File: src/rtl/rng_gen_pool_if.sv
// ----------------------------------------------------------------------------
// rng_gen_pool_if : output-word handshake bundle for rng_gen_pool
// Revision: 1.0
// ----------------------------------------------------------------------------
`default_nettype none

interface rng_gen_pool_if #(
  parameter int WIDTH = 128,
  parameter int DEPTH = 4
);
  logic                           out_valid;
  logic                           out_ready;
  logic [WIDTH-1:0]               output_signal;
  logic [$clog2(DEPTH+1)-1:0]     fill_level;

  modport master (output out_valid, output output_signal, output fill_level, input out_ready);
  modport slave  (input out_valid, input output_signal, input fill_level, output out_ready);
endinterface

`default_nettype wire

File: src/rtl/rng_gen_pool.sv
// ----------------------------------------------------------------------------
// rng_gen_pool : multi-lane Galois-LFSR word generator feeding a show-ahead FIFO
// Revision: 1.0
// ----------------------------------------------------------------------------
`default_nettype none

module rng_gen_pool #(
  parameter int WIDTH = 128,
  parameter int DEPTH = 4
) (
  input  wire logic        clk,
  input  wire logic        rst_n,
  input  wire logic        enable,
  input  wire logic        seed_valid,
  input  wire logic [31:0] seed,
  output logic             health_fail,
  rng_gen_pool_if.master   out_if
);

  localparam int LANES = WIDTH / 32;
  localparam int PTR_W = $clog2(DEPTH);
  localparam int CNT_W = $clog2(DEPTH + 1);

  localparam logic [31:0] c_poly       = 32'h0040_0007;
  localparam logic [31:0] c_stride     = 32'h0101_0101;
  localparam logic [31:0] c_reset_base = 32'hACE1_0001;

  logic [PTR_W-1:0] wr_ptr_q, wr_ptr_d;
  logic [PTR_W-1:0] rd_ptr_q, rd_ptr_d;
  logic [CNT_W-1:0] count_q, count_d;
  logic             health_fail_q, health_fail_d;
  logic [WIDTH-1:0] mem_q [DEPTH];

  logic             out_valid;
  logic             full;
  logic             pop;
  logic             push;
  logic [WIDTH-1:0] word;
  logic [LANES-1:0] lane_zero;
  logic [LANES-1:0] seed_zero;

  function automatic logic [PTR_W-1:0] ptr_inc(input logic [PTR_W-1:0] p);
    return (p == PTR_W'(DEPTH - 1)) ? '0 : p + PTR_W'(1);
  endfunction

  assign out_valid = (count_q != '0);
  assign full      = (count_q == CNT_W'(DEPTH));
  assign pop       = out_valid & out_if.out_ready;
  // A pop frees the slot on the same edge, so a full FIFO can still accept a push.
  assign push      = enable & ~seed_valid & ~health_fail_q & (~full | pop);

  for (genvar i = 0; i < LANES; i++) begin : g_lane
    localparam logic [31:0] c_offset = 32'(i) * c_stride;

    logic [31:0] lane_q, lane_d;
    logic [31:0] seeded;

    assign seeded = seed ^ c_offset;

    always_comb begin
      lane_d = lane_q;
      if (seed_valid) begin
        lane_d = seeded;
      end else if (push) begin
        lane_d = {lane_q[30:0], 1'b0} ^ (lane_q[31] ? c_poly : 32'h0);
      end
    end

    always_ff @(posedge clk or negedge rst_n) begin
      if (!rst_n) begin
        lane_q <= c_reset_base ^ c_offset;
      end else begin
        lane_q <= lane_d;
      end
    end

    assign word[i*32 +: 32] = lane_q;
    assign lane_zero[i]     = (lane_q == 32'h0);
    assign seed_zero[i]     = (seeded == 32'h0);
  end

  always_comb begin
    wr_ptr_d      = wr_ptr_q;
    rd_ptr_d      = rd_ptr_q;
    count_d       = count_q;
    health_fail_d = health_fail_q | (|lane_zero);
    if (seed_valid) begin
      // Reseed flushes the FIFO and re-evaluates health from the new lane values.
      wr_ptr_d      = '0;
      rd_ptr_d      = '0;
      count_d       = '0;
      health_fail_d = |seed_zero;
    end else begin
      if (push) wr_ptr_d = ptr_inc(wr_ptr_q);
      if (pop)  rd_ptr_d = ptr_inc(rd_ptr_q);
      case ({push, pop})
        2'b10:   count_d = count_q + CNT_W'(1);
        2'b01:   count_d = count_q - CNT_W'(1);
        default: count_d = count_q;
      endcase
    end
  end

  always_ff @(posedge clk or negedge rst_n) begin
    if (!rst_n) begin
      wr_ptr_q      <= '0;
      rd_ptr_q      <= '0;
      count_q       <= '0;
      health_fail_q <= 1'b0;
    end else begin
      wr_ptr_q      <= wr_ptr_d;
      rd_ptr_q      <= rd_ptr_d;
      count_q       <= count_d;
      health_fail_q <= health_fail_d;
    end
  end

  // Storage needs no reset: the head is masked to zero whenever the FIFO is empty.
  always_ff @(posedge clk) begin
    if (push) begin
      mem_q[wr_ptr_q] <= word;
    end
  end

  assign out_if.out_valid     = out_valid;
  assign out_if.fill_level    = count_q;
  assign out_if.output_signal = out_valid ? mem_q[rd_ptr_q] : '0;
  assign health_fail          = health_fail_q;

endmodule

`default_nettype wire

File: src/flat_wrapper.sv
// flat-port wrapper written by rule: the top's interface ports become plain ports
module rng_gen_pool_flat 
#(
  parameter int WIDTH = 128,
  parameter int DEPTH = 4
)
  (clk, rst_n, enable, seed_valid, seed, health_fail, out_if_out_valid, out_if_output_signal, out_if_fill_level, out_if_out_ready);
  rng_gen_pool_if #(.WIDTH(WIDTH), .DEPTH(DEPTH)) out_if_i ();
  input  wire logic clk;
  input  wire logic rst_n;
  input  wire logic enable;
  input  wire logic seed_valid;
  input  wire logic [31:0] seed;
  output logic health_fail;
  output wire logic [$bits(out_if_i.out_valid)-1:0] out_if_out_valid;
  output wire logic [$bits(out_if_i.output_signal)-1:0] out_if_output_signal;
  output wire logic [$bits(out_if_i.fill_level)-1:0] out_if_fill_level;
  input wire logic [$bits(out_if_i.out_ready)-1:0] out_if_out_ready;
  assign out_if_out_valid = out_if_i.out_valid;
  assign out_if_output_signal = out_if_i.output_signal;
  assign out_if_fill_level = out_if_i.fill_level;
  assign out_if_i.out_ready = out_if_out_ready;
  rng_gen_pool #(.WIDTH(WIDTH), .DEPTH(DEPTH)) u_core (.clk(clk), .rst_n(rst_n), .enable(enable), .seed_valid(seed_valid), .seed(seed), .health_fail(health_fail), .out_if(out_if_i));
endmodule
File: config.mk
export PLATFORM = sky130hd
export DESIGN_NAME = rng_gen_pool_flat
export DESIGN_NICKNAME = d
export VERILOG_FILES = /design/src/rtl/rng_gen_pool_if.sv /design/src/rtl/rng_gen_pool.sv /design/src/flat_wrapper.sv
export SDC_FILE = /design/constraint.sdc
export NUM_CORES = 1
export LEC_CHECK = 0
export BUFFER_PORTS_ARGS = -buffer_cell sky130_fd_sc_hd__buf_2
export CAP_MARGIN = 15
export CORE_ASPECT_RATIO = 0.9
export CORE_MARGIN = 3
export CORE_UTILIZATION = 65
export DETAILED_ROUTE_END_ITERATION = 8
export HOLD_SLACK_MARGIN = 0.06
export PLACE_DENSITY = 0.86
export SYNTH_ARGS = -nofsm -noshare
export SYNTH_HDL_FRONTEND = slang
export SYNTH_SLANG_ARGS = --single-unit
File: constraint.sdc
create_clock -name clk -period 11.7 [get_ports clk]
set_input_delay 3.51 -clock clk [delete_from_list [all_inputs] [get_ports clk]]
set_output_delay 3.51 -clock clk [all_outputs]
set_load 0.02 [all_outputs]
==> results by group <==
Status
  – Status: finished clean

STA
  – Fin crit period: 7.12 ns
  – Relative slew slack: 23.8%
  – Slew @ Worst Pin: 1.14 ns
  – Fin Clk Skew: 0.0170 ns
  – Hold Fails Final Rpt: 0
  – Fin crit share: 60.8%
  – Final setup viols: 0
  – RSZ-0062 raised after global routing: false
  – Sum Neg Setup Slack: 0 ns
  – FMAX: 140 MHz
  – Max-slew violation count: 0

Critical path
  – Crit path cell chain: buf_4 -> mux4_2 -> and2_1 -> buf_2
  – Slowest-stage cell, CP: dfrtp_4
  – Critical path launch point type: register
  – CP peak stage delay: 1.05 ns
  – Worst setup EP type: primary output
  – Critical path arrival: 3.61 ns
  – CP max FO: 51
  – CP Data Required Time: 8.19 ns
  – Kind of critical path: register to primary output

Detailed routing
  – Vias per inst: 6.68
  – DR iter-0 viols: 2,215
  – Detailed Route WL: 61,800 um
  – Routed WL per cell: 27.4 um
  – Initial DRT Pass Iterations: 6
  – Vias: 15,100
  – Remaining antenna violation count: 0
  – DR DRC count: 0

Final layout
  – Ant. Diodes: 0
  – Final Non-Filler Cells: 2,257
  – Post-layout nets: 1,724
  – Most frequent cells in the layout: edfxtp_1 (512), nand2_1 (240), buf_2 (168), and2_1 (130), mux4_2 (128)
  – Commonest non-fill, non-tap cell in the layout: edfxtp_1
  – Share of layout cells above drive strength 1: 25.9%
  – Area growth from synthesis to layout: 11.9%

Yosys
  – Top FF cell, synth: edfxtp_1
  – Distinct cell type count after synthesis: 41
  – Seq cells post-synth: 648
  – Seq/Total Area, Yosys: 73.3%
  – Number of synthesized flops with an enable pin: 512
  – Cell Area, Synth: 0.0257 mm^2
  – Ys async rst share: 21.0%
  – Syn avg cell area: 16.8 um^2
  – Yosys warning total: 0
  – Mapped Cells: 1,532
  – Synthesized Nets: 1,574

Die
  – Die width: 216 um
  – Initial Utilization: 66.3%
  – Ports: 170
  – Die footprint: 0.0419 mm^2
  – Rows: 68
  – Vert. Die Dim: 195 um
  – CORE AREA: 0.0387 mm^2

Clock network
  – TritonCTS clock tree: built
  – Clk slew on worst S/H paths: 0.06 ns
  – CTS Sinks: 648
  – # H-tree levels: 2
  – Clock buffer depth: 3
  – Post-CTS Setup Bufs: 0
  – PostCTS Resize Cnt: 0
  – Worst skew pair latency: 0.60 ns
  – # hold bufs at CTS: 0
  – CTS buffer count: 59
  – Root Buffer Master: clkbuf_16

Power
  – Worst vdd ir: 0.166 mV
  – Comb power frac: 23.3%
  – PwrDens: 216 mW/mm^2
  – Sw frac: 30.0%
  – Clk pwr share: 29.6%
  – P_leak: 9.96 nW
  – Switching power: 1.86 mW
  – Sequential power share: 47.1%
  – Int Pwr: 4.33 mW

Placed design
  – RD Place Congestion: 0.851
  – Hpwl dp: 35,800 um
  – PortBufs: 169
  – Post-Place Cells: 2,146

Global route
  – Pin count of the biggest net entering global routing: 131
  – GR Overflow Total: 0
  – Initial antenna violation count: 6
  – First-pass GRT wire length: 94,700 um
  – Total GRT Usage: 30.0%
  – Vias in the first global route: 15,300

Job
  – Total of max-cap violations: 0

Hold path
  – Worst min path class: register to register
[state kept, by name, indices dropped and copies added (netlist names)]
name	cells
u_core.rd_ptr_q	2
u_core.wr_ptr_q	2
u_core.g_lane.lane_q	128
u_core.mem_q	512
u_core.out_if.fill_level	3
u_core.health_fail	1
[kinds of logic after synthesis]
kind of cell | count (synthesis) | synth area share (%)
AO/OA/AOI/OAI | 145 | 3.63
XOR/XNOR | 15 | 0.512
adder cells (fa/ha/maj) | 5 | 0.273
buffers and inverters | 98 | 1.72
flip-flops | 648 | 73.3
multiplexers | 129 | 11.3
AND/OR/NAND/NOR | 492 | 9.26
[final timing paths]
check	startpoint	endpoint	slack, ns	depth (start not counted)
max in group asynchronous	rst_n	u_core.rd_ptr_q[1]	7.27	2
min in group asynchronous	rst_n	u_core.g_lane[2].lane_q[19]	2.88	1
setup reg to reg	u_core.health_fail	u_core.mem_q[2][41]	8.00	4
hold reg to reg	u_core.g_lane[0].lane_q[21]	u_core.g_lane[0].lane_q[21]	0.56	2
hold / removal	u_core.g_lane[0].lane_q[21]	u_core.g_lane[0].lane_q[21]	0.56	2
setup / recovery	u_core.rd_ptr_q[0]	out_if_output_signal[43]	4.58	4
[Yosys cell counts (3+ instances only)]
cell type	n	area, um^2
nand4_1	12	75.1
buf_2	33	165
ha_1	4	50.1
or4_1	3	22.5
a21oi_1	22	110
nand2_1	240	901
buf_4	5	37.5
o21ai_0	9	45.0
xor2_1	7	61.3
nand3_1	3	15.0
and3_1	14	87.6
nor2_1	42	158
and2_1	134	838
clkbuf_1	47	176
a31oi_1	101	632
edfxtp_1	512	15400
a221o_1	5	50.1
dfrtp_1	92	2300
mux4_2	128	2880
buf_1	7	26.3
dfstp_2	44	1160
nor4_1	38	238
xnor2_1	8	70.1
[routing by layer]
layer  global-route usage [%]  wire length [um]  vias up
li1                         -                 -     6187
met1                     41.7             22500     7634
met2                     46.9             29600     1015
met3                     7.14              6640      240
met4                     12.3              3060       12
met5                        0                77        -
[critical path: cells and delay by family (launching register included)]
kind,cells,cell delay (ns)
buffers and inverters,2,1.05
AND/OR/NAND/NOR,1,0.18
multiplexers,1,0.65
flip-flops,1,1.05
[power by group through the flow]
stage | Combinational (mW) | Clock [mW] | Sequential, mW
after floorplan | 1.08 | 0 | 2.83
after global placement | 1.43 | 0 | 2.93
after detailed placement | 1.45 | 0 | 2.95
after CTS | 1.47 | 1.85 | 2.91
after global routing | 1.55 | 1.94 | 2.94
final | 1.44 | 1.83 | 2.92
[per-stage QoR]
| stage | util [%] | setup slack [ns] | cell area (um^2) | hold slack [ns] | power, mW |
|---|---|---|---|---|---|
| 4_1_cts | 74.2 | 4.45 | 28700 | 0.545 | 6.22 |
| 6_report | 74.2 | 4.58 | 28700 | 0.557 | 6.19 |
| 3_5_place_dp | 69.5 | 4.58 | 26900 | 0.523 | 4.40 |
| 3_3_place_gp | 69.5 | 4.60 | 26900 | 0.507 | 4.36 |
| 5_1_grt | 74.2 | 4.26 | 28700 | 0.562 | 6.43 |
| 2_1_floorplan | - | 3.83 | 25700 | 0.474 | 3.91 |
[layout make-up]
type                       count  area, um^2
timing repair buffer         183         957
sequential                   648       18800
clock buffer                  96        1740
fill                        2146        9980
inverter                       4        17.5
tap                          525         657
clock inverter                15        96.3
multi-input combinational    786        6420
Note: power is estimated with default switching activity, not from simulation.
